--- src/rtl/adc_sample_seq.sv ---
// ADC sample sequencer: tick-triggered 4-phase conversion handshake with level capture,
// peak hold with linear decay, and sticky overrun/timeout flags.
//
// state     | meaning
// ----------+------------------------------------------------------------
// S_IDLE    | waiting for a tick, adc_req low
// S_REQ     | adc_req high, waiting for adc_ack (bounded by TIMEOUT)
// S_RELEASE | sample captured, adc_req low, waiting for adc_ack to drop
// S_UPDATE  | one cycle: publish level, apply peak load
module adc_sample_seq #(
    parameter logic [9:0] HOLD_TICKS = 10'd50,
    parameter logic [9:0] DECAY_STEP = 10'd1,
    parameter logic [9:0] TIMEOUT    = 10'd255
) (
    input  logic       clk,
    input  logic       rst,
    input  logic       tick,
    input  logic       clr,
    output logic       adc_req,
    input  logic       adc_ack,
    input  logic [9:0] adc_data,
    output logic [9:0] level,
    output logic [9:0] peak,
    output logic       level_valid,
    output logic       overrun,
    output logic       timeout
);

    typedef enum logic [1:0] {
        S_IDLE    = 2'd0,
        S_REQ     = 2'd1,
        S_RELEASE = 2'd2,
        S_UPDATE  = 2'd3
    } state_t;

    localparam logic [9:0] WAIT_LAST = TIMEOUT - 10'd1;

    state_t     state;
    state_t     state_nxt;
    logic [9:0] wait_cnt;
    logic [9:0] hold_cnt;
    logic [9:0] sample;
    logic       capture;
    logic       timeout_hit;
    logic       peak_load;
    logic       decay;

    always_comb begin
        state_nxt   = state;
        capture     = 1'b0;
        timeout_hit = 1'b0;
        case (state)
            S_IDLE: begin
                if (tick) begin
                    state_nxt = S_REQ;
                end
            end
            S_REQ: begin
                if (adc_ack) begin
                    capture   = 1'b1;
                    state_nxt = S_RELEASE;
                end else if (wait_cnt == WAIT_LAST) begin
                    timeout_hit = 1'b1;
                    state_nxt   = S_IDLE;
                end
            end
            S_RELEASE: begin
                if (!adc_ack) begin
                    state_nxt = S_UPDATE;
                end
            end
            S_UPDATE: begin
                state_nxt = S_IDLE;
            end
            default: begin
                state_nxt = S_IDLE;
            end
        endcase
    end

    // A fresh load takes precedence over the decay of a coincident tick.
    assign peak_load = (state == S_UPDATE) && (sample >= peak);
    assign decay     = tick && !peak_load;

    always_ff @(posedge clk) begin
        if (rst) begin
            state <= S_IDLE;
        end else begin
            state <= state_nxt;
        end
    end

    always_ff @(posedge clk) begin
        if (rst) begin
            adc_req     <= 1'b0;
            wait_cnt    <= 10'd0;
            sample      <= 10'd0;
            level       <= 10'd0;
            level_valid <= 1'b0;
        end else begin
            // Registered so the request line to the converter is glitch-free.
            adc_req     <= (state_nxt == S_REQ);
            level_valid <= (state == S_UPDATE);
            if (state == S_REQ) begin
                wait_cnt <= wait_cnt + 10'd1;
            end else begin
                wait_cnt <= 10'd0;
            end
            if (capture) begin
                sample <= adc_data;
            end
            if (state == S_UPDATE) begin
                level <= sample;
            end
        end
    end

    always_ff @(posedge clk) begin
        if (rst) begin
            peak     <= 10'd0;
            hold_cnt <= 10'd0;
        end else if (peak_load) begin
            peak     <= sample;
            hold_cnt <= HOLD_TICKS;
        end else if (decay) begin
            if (hold_cnt != 10'd0) begin
                hold_cnt <= hold_cnt - 10'd1;
            end else if (peak > DECAY_STEP) begin
                peak <= peak - DECAY_STEP;
            end else begin
                peak <= 10'd0;
            end
        end
    end

    // Sticky flags: a set event in the same cycle as clr wins.
    always_ff @(posedge clk) begin
        if (rst) begin
            overrun <= 1'b0;
            timeout <= 1'b0;
        end else begin
            if (tick && (state != S_IDLE)) begin
                overrun <= 1'b1;
            end else if (clr) begin
                overrun <= 1'b0;
            end
            if (timeout_hit) begin
                timeout <= 1'b1;
            end else if (clr) begin
                timeout <= 1'b0;
            end
        end
    end

endmodule

--- config.mk ---
export PLATFORM = sky130hd
export DESIGN_NAME = adc_sample_seq
export DESIGN_NICKNAME = d
export VERILOG_FILES = /design/src/rtl/adc_sample_seq.sv
export SDC_FILE = /design/constraint.sdc
export NUM_CORES = 1
export LEC_CHECK = 0
export BUFFER_PORTS_ARGS = -buffer_cell sky130_fd_sc_hd__buf_2
export CAP_MARGIN = 20
export CORE_ASPECT_RATIO = 1.25
export CORE_MARGIN = 5
export CORE_UTILIZATION = 56
export CTS_BUF_LIST = sky130_fd_sc_hd__clkbuf_8 sky130_fd_sc_hd__clkbuf_16
export DETAILED_ROUTE_END_ITERATION = 8
export GPL_ROUTABILITY_DRIVEN = 0
export GPL_TIMING_DRIVEN = 0
export PLACE_DENSITY_LB_ADDON = 0.25
export SYNTH_ARGS = -nofsm -noshare
export SYNTH_HDL_FRONTEND = slang
export SYNTH_SLANG_ARGS = --single-unit
--- constraint.sdc ---
create_clock -name clk -period 4.9 [get_ports clk]
set_input_delay 0.245 -clock clk [delete_from_list [all_inputs] [get_ports clk]]
set_output_delay 0.245 -clock clk [all_outputs]
set_load 0.005 [all_outputs]
After elaboration in Yosys (flattened, before gate mapping)
Cells that the tools add are included.
Word-level totals
  bits in registers: 56
  logic and storage cells: 59
  input port bits: 15
Operators by class
  bitwise gates (word level): 1
  muxes and demuxes: 20
  magnitude comparators: 2
  reduce and logical (&&, ||, !) cells: 16
  eq/ne operators: 6
  add/subtract/negate cells: 3
Operators with widths (number)
  two-way mux 10 bit: 4
  subtractor 10 x 1 -> 10 bit (second input constant): 2
  two-way mux 6 bit: 3
  adder 10 x 1 -> 10 bit (second input constant): 1
  equality test 10 x 8 -> 1 bit (second input constant): 1
  greater-or-equal comparator 10 bit: 1
  > comparator 10 x 1 -> 1 bit (second input constant): 1
  nonzero test 10 bit: 1
  nonzero test 2 bit: 5
  two-way mux 1 bit: 8
  two-way mux 2 bit: 4
  case mux 2 bit (4 select lines): 1
  AND reduction 2 bit: 3
  equality test 2 x 1 -> 1 bit (second input constant): 2
  equality test 2 bit (second input constant): 2
  OR reduction 2 bit: 2
  logical AND 1 bit: 3
  logical NOT 2 bit: 1
  != test 2 bit (second input constant): 1
  logical NOT 1 bit: 1
  inverter 1 bit: 1

Logic depth before layout (Yosys ltp)
  word-level depth: 6
  mapped depth: 9

Worst setup path after synthesis
No wires, ideal clock.
  kind: register to register
  from: register peak[5]
  to: register peak[0]
  period minus slack after synthesis: 2170 ps
  buffers on the path: 1
  arrival time: 2049 ps
  required time: 4779 ps
  path slack: 2730 ps
  cell stages (with the launch flop): 8
  cells stage by stage: dfxtp_1 -> inv_1 -> ha_1 -> a41oi_1 -> or3_1 -> buf_6 -> a21oi_2 -> mux2_2
Between the ends
  longest elaborated chain between the ends: 6
  elaborated cells between the ends (all ways): 12
  those cells by class: 2 x order compare; 1 x eq/ne; 4 x mux; 5 x reduce/logical
Ends and longest elaborated chain
  start: declaration: RTL line 23  | output logic [9:0] peak,
  start signal: assignment: RTL line 123  | peak <= sample;
  start signal: assignment: RTL line 129  | peak <= peak - DECAY_STEP;
  greater-or-equal comparator 10 bit: RTL line 82  | assign peak_load = (state == S_UPDATE) && (sample >= peak);
  logical AND 1 bit: RTL line 82
  logical NOT 1 bit: RTL line 83  | assign decay = tick && !peak_load;
  logical AND 1 bit: RTL line 83
  nonzero test 2 bit (no line)
  AND reduction 2 bit (no line)
Parallel ways exist; a longest one is shown, timed or not. The select of a mux whose other input is x is not followed.
A chain may end at the register's enable or synchronous reset.

Worst setup path in the final report
  from: register peak[7]
  to: register peak[7]
Between the ends
  longest elaborated chain between the ends: 6
  elaborated cells between the ends (all ways): 13
  those cells by class: 1 x add/sub; 2 x order compare; 1 x eq/ne; 4 x mux; 5 x reduce/logical
Ends and longest elaborated chain
  parallel branches: the longest is 6 deep, another holds subtractor 10 x 1 -> 10 bit
Several ways; the timed one is not identified. The select of a mux whose other input is x is not followed.

==> metrics <==
status=completed; flop and latch count out of synthesis=between 50 and 60; nets@finish=approximately 390; GRT Overall Usage=0.197; Bufs on Longest Clock Path=2; Synthesized Nets=between 300 and 400; most frequent cells in the layout=dfxtp_1 (56), buf_2 (38), nor2_1 (36); post-synth top area share=0.408; pin count of the biggest net entering global routing=17; Synth area leader=dfxtp_1; post-synthesis sequential area ratio=0.408; RSZ-0062 raised after global routing=false; clk_lat worst skew=0.30 ns; Startpoint Class=register; ys async rst share=0; Core Rows=28; CTS clk-pin slew, worst paths=0.10 ns; TritonRoute pass-1 iters=4; Worst EP required=5.07 ns; Final Cell Area=between 0.003 and 0.004 mm²; Syn Area/Cell=8.86 µm²; Slew Viols, Final=0; Crit path max-delay family=compound AO/OA/AOI/OAI gates; Crit. End Element=register; PortBufs=38; initial antenna violation count=0; top post-synthesis cells by area=dfxtp_1 (41%), ha_1 (6.8%), mux2i_1 (5.8%); Post-synth EDFFs=0; Pwr Total=roughly 1.5 mW; routed wire length=about 5700 µm; ys flop type=dfxtp_1; final hold vios=0; number of buffers created by CTS=5; cell area after placement=~0.003 mm²; Hold Path Class=input pin to register; die height=88.3 µm; PwrDens=around 490 mW/mm²; worst path arrival time=about 2.7 ns; gr ovfl total=0; clk sinks=56; Slowest-stage cell, CP=nor3_2; Worst path max stage delay=~0.50 ns; Final Util=0.652; die area=between 0.006 and 0.007 mm²; Max-slew headroom=0.537; min Tclk post-route=~2.5 ns; Antenna diodes=0; Place WS=2.41 ns; TNS Setup=0 ns; via count of the routed design=roughly 2.3k; CTS hold repair buffers=0; Worst Path Max Fanout=10; Netlist cell types=43; cell count after synthesis=310; fill count=between 400 and 500; initial core utilization=0.577; CTS resizes=0; commonest non-fill, non-tap cell in the layout=dfxtp_1; root buf cell=clkbuf_8; post-DP HPWL=around 4200 µm; clk_skew=0.00375 ns; Max VDD drop=roughly 210 µV; initial DRC count=92; antenna-violating nets left=0; sequence of cells on the critical path=inv_1, ha_1, a211oi_1, nor2_1, nor3_2, a21o_1, clkbuf_1, a211oi_1; ratio of cells with drive above 1 in the final layout=0.154; # DRC=0; CP Buf/Inv Count=2; Wirelength per Cell=between 10 and 15 µm; fin crit share=0.517; P_leak=1.32 nW; Yosys warning total=0; Post-Synthesis Cell Area=approximately 0.0027 mm²; TritonCTS clock tree=done; # IOs=39; Vias/cell=about 5.6; post-CTS setup repair buffer count=0; CP most frequent cell=a211oi_1; number of global-route vias before repair=2,281; area grow syn2layout=13.1%; setup violators final=0; slack of the critical path=about 2.4 ns; Worst Tran Pin Value=between 0.6 and 0.7 ns; Die W=between 70 and 80 µm; first-pass GRT wire length=approximately 10,000 µm; critical path type=register to register; fmax=slightly below 0.4 GHz; max-cap viol count=0; CTS H-tree lvls=2; Placeable Area=approximately 0.0048 mm²
-- stage by stage --
step | hold WS [ns] | instances
after global routing | 0.190 | 416
after detailed placement | 0.447 | 408
after global placement | 0.443 | 408
after CTS | 0.161 | 416
after floorplan | 0.389 | 310
final | 0.166 | 416
-- flip-flops by register name, indices dropped and copies added, names as in the netlist --
register	count
adc_req	1
hold_cnt	10
level	10
level_valid	1
overrun	1
peak	10
sample	10
state	2
timeout	1
wait_cnt	10
-- report_power, final --
| part | leakage, nW | switching, mW | total (mW) | internal, mW |
|---|---|---|---|---|
| Sequential | 0.455 | 0.0708 | 0.583 | 0.513 |
| Clock | 0.0486 | 0.146 | 0.259 | 0.113 |
| Combinational | 0.817 | 0.367 | 0.665 | 0.298 |
-- cell usage after synthesis (3+ instances only) --
library cell / count
xor2_1: 13
nand2b_1: 4
nand4_1: 6
nand2_1: 26
clkbuf_1: 10
a21oi_1: 21
dfxtp_1: 56
a211oi_1: 18
xnor2_1: 4
and3_1: 5
o21ai_0: 6
inv_1: 17
mux2i_1: 16
nand3_1: 11
nor2_1: 36
nor3_1: 12
ha_1: 15
nand3b_1: 3
-- cell families after synthesis --
logic type               after synthesis  share of synthesized area
flip-flops                            56                      0.408
multiplexers                          17                     0.0624
XOR/XNOR                              17                     0.0542
AO/OA/AOI/OAI                         54                      0.126
buffers and inverters                 31                     0.0478
adder cells (fa/ha/maj)               15                     0.0683
AND/OR/NAND/NOR                      120                      0.234
-- worst reg2reg max path, stage by stage (launching register included) --
cell and delay [ns]:
dfxtp_1 0.40, inv_1 0.08, ha_1 0.31, a211oi_1 0.24
nor2_1 0.09, nor3_2 0.50, a21o_1 0.23, clkbuf_1 0.39
a211oi_1 0.16
-- metal layers --
metal	part of all wire	GRT usage
met5	0	0
met4	0.011	0.0570
met3	0.039	0.0364
met2	0.47	0.321
met1	0.48	0.266
-- final cells by class --
type	instances	area, µm²	area share
buffer	14	67.6	0.0217
clock buffer	6	82.6	0.0266
clock inverter	2	11.3	0.00362
inverter	17	63.8	0.0205
multi-input combinational	223	1500	0.481
sequential	56	1120	0.361
tap	60	75.1	0.0242
timing repair buffer	38	190	0.0612
-- path summary, 6_finish.rpt --
kind	from	to	slack [ns]	cells after the start
max	peak[7]	peak[7]	2.37	8
min	adc_data[7]	sample[7]	0.17	3
max reg2reg	peak[7]	peak[7]	2.37	8
min reg2reg	level[3]	level[3]	0.47	2
No activity file was read; power rests on OpenSTA's default activity.
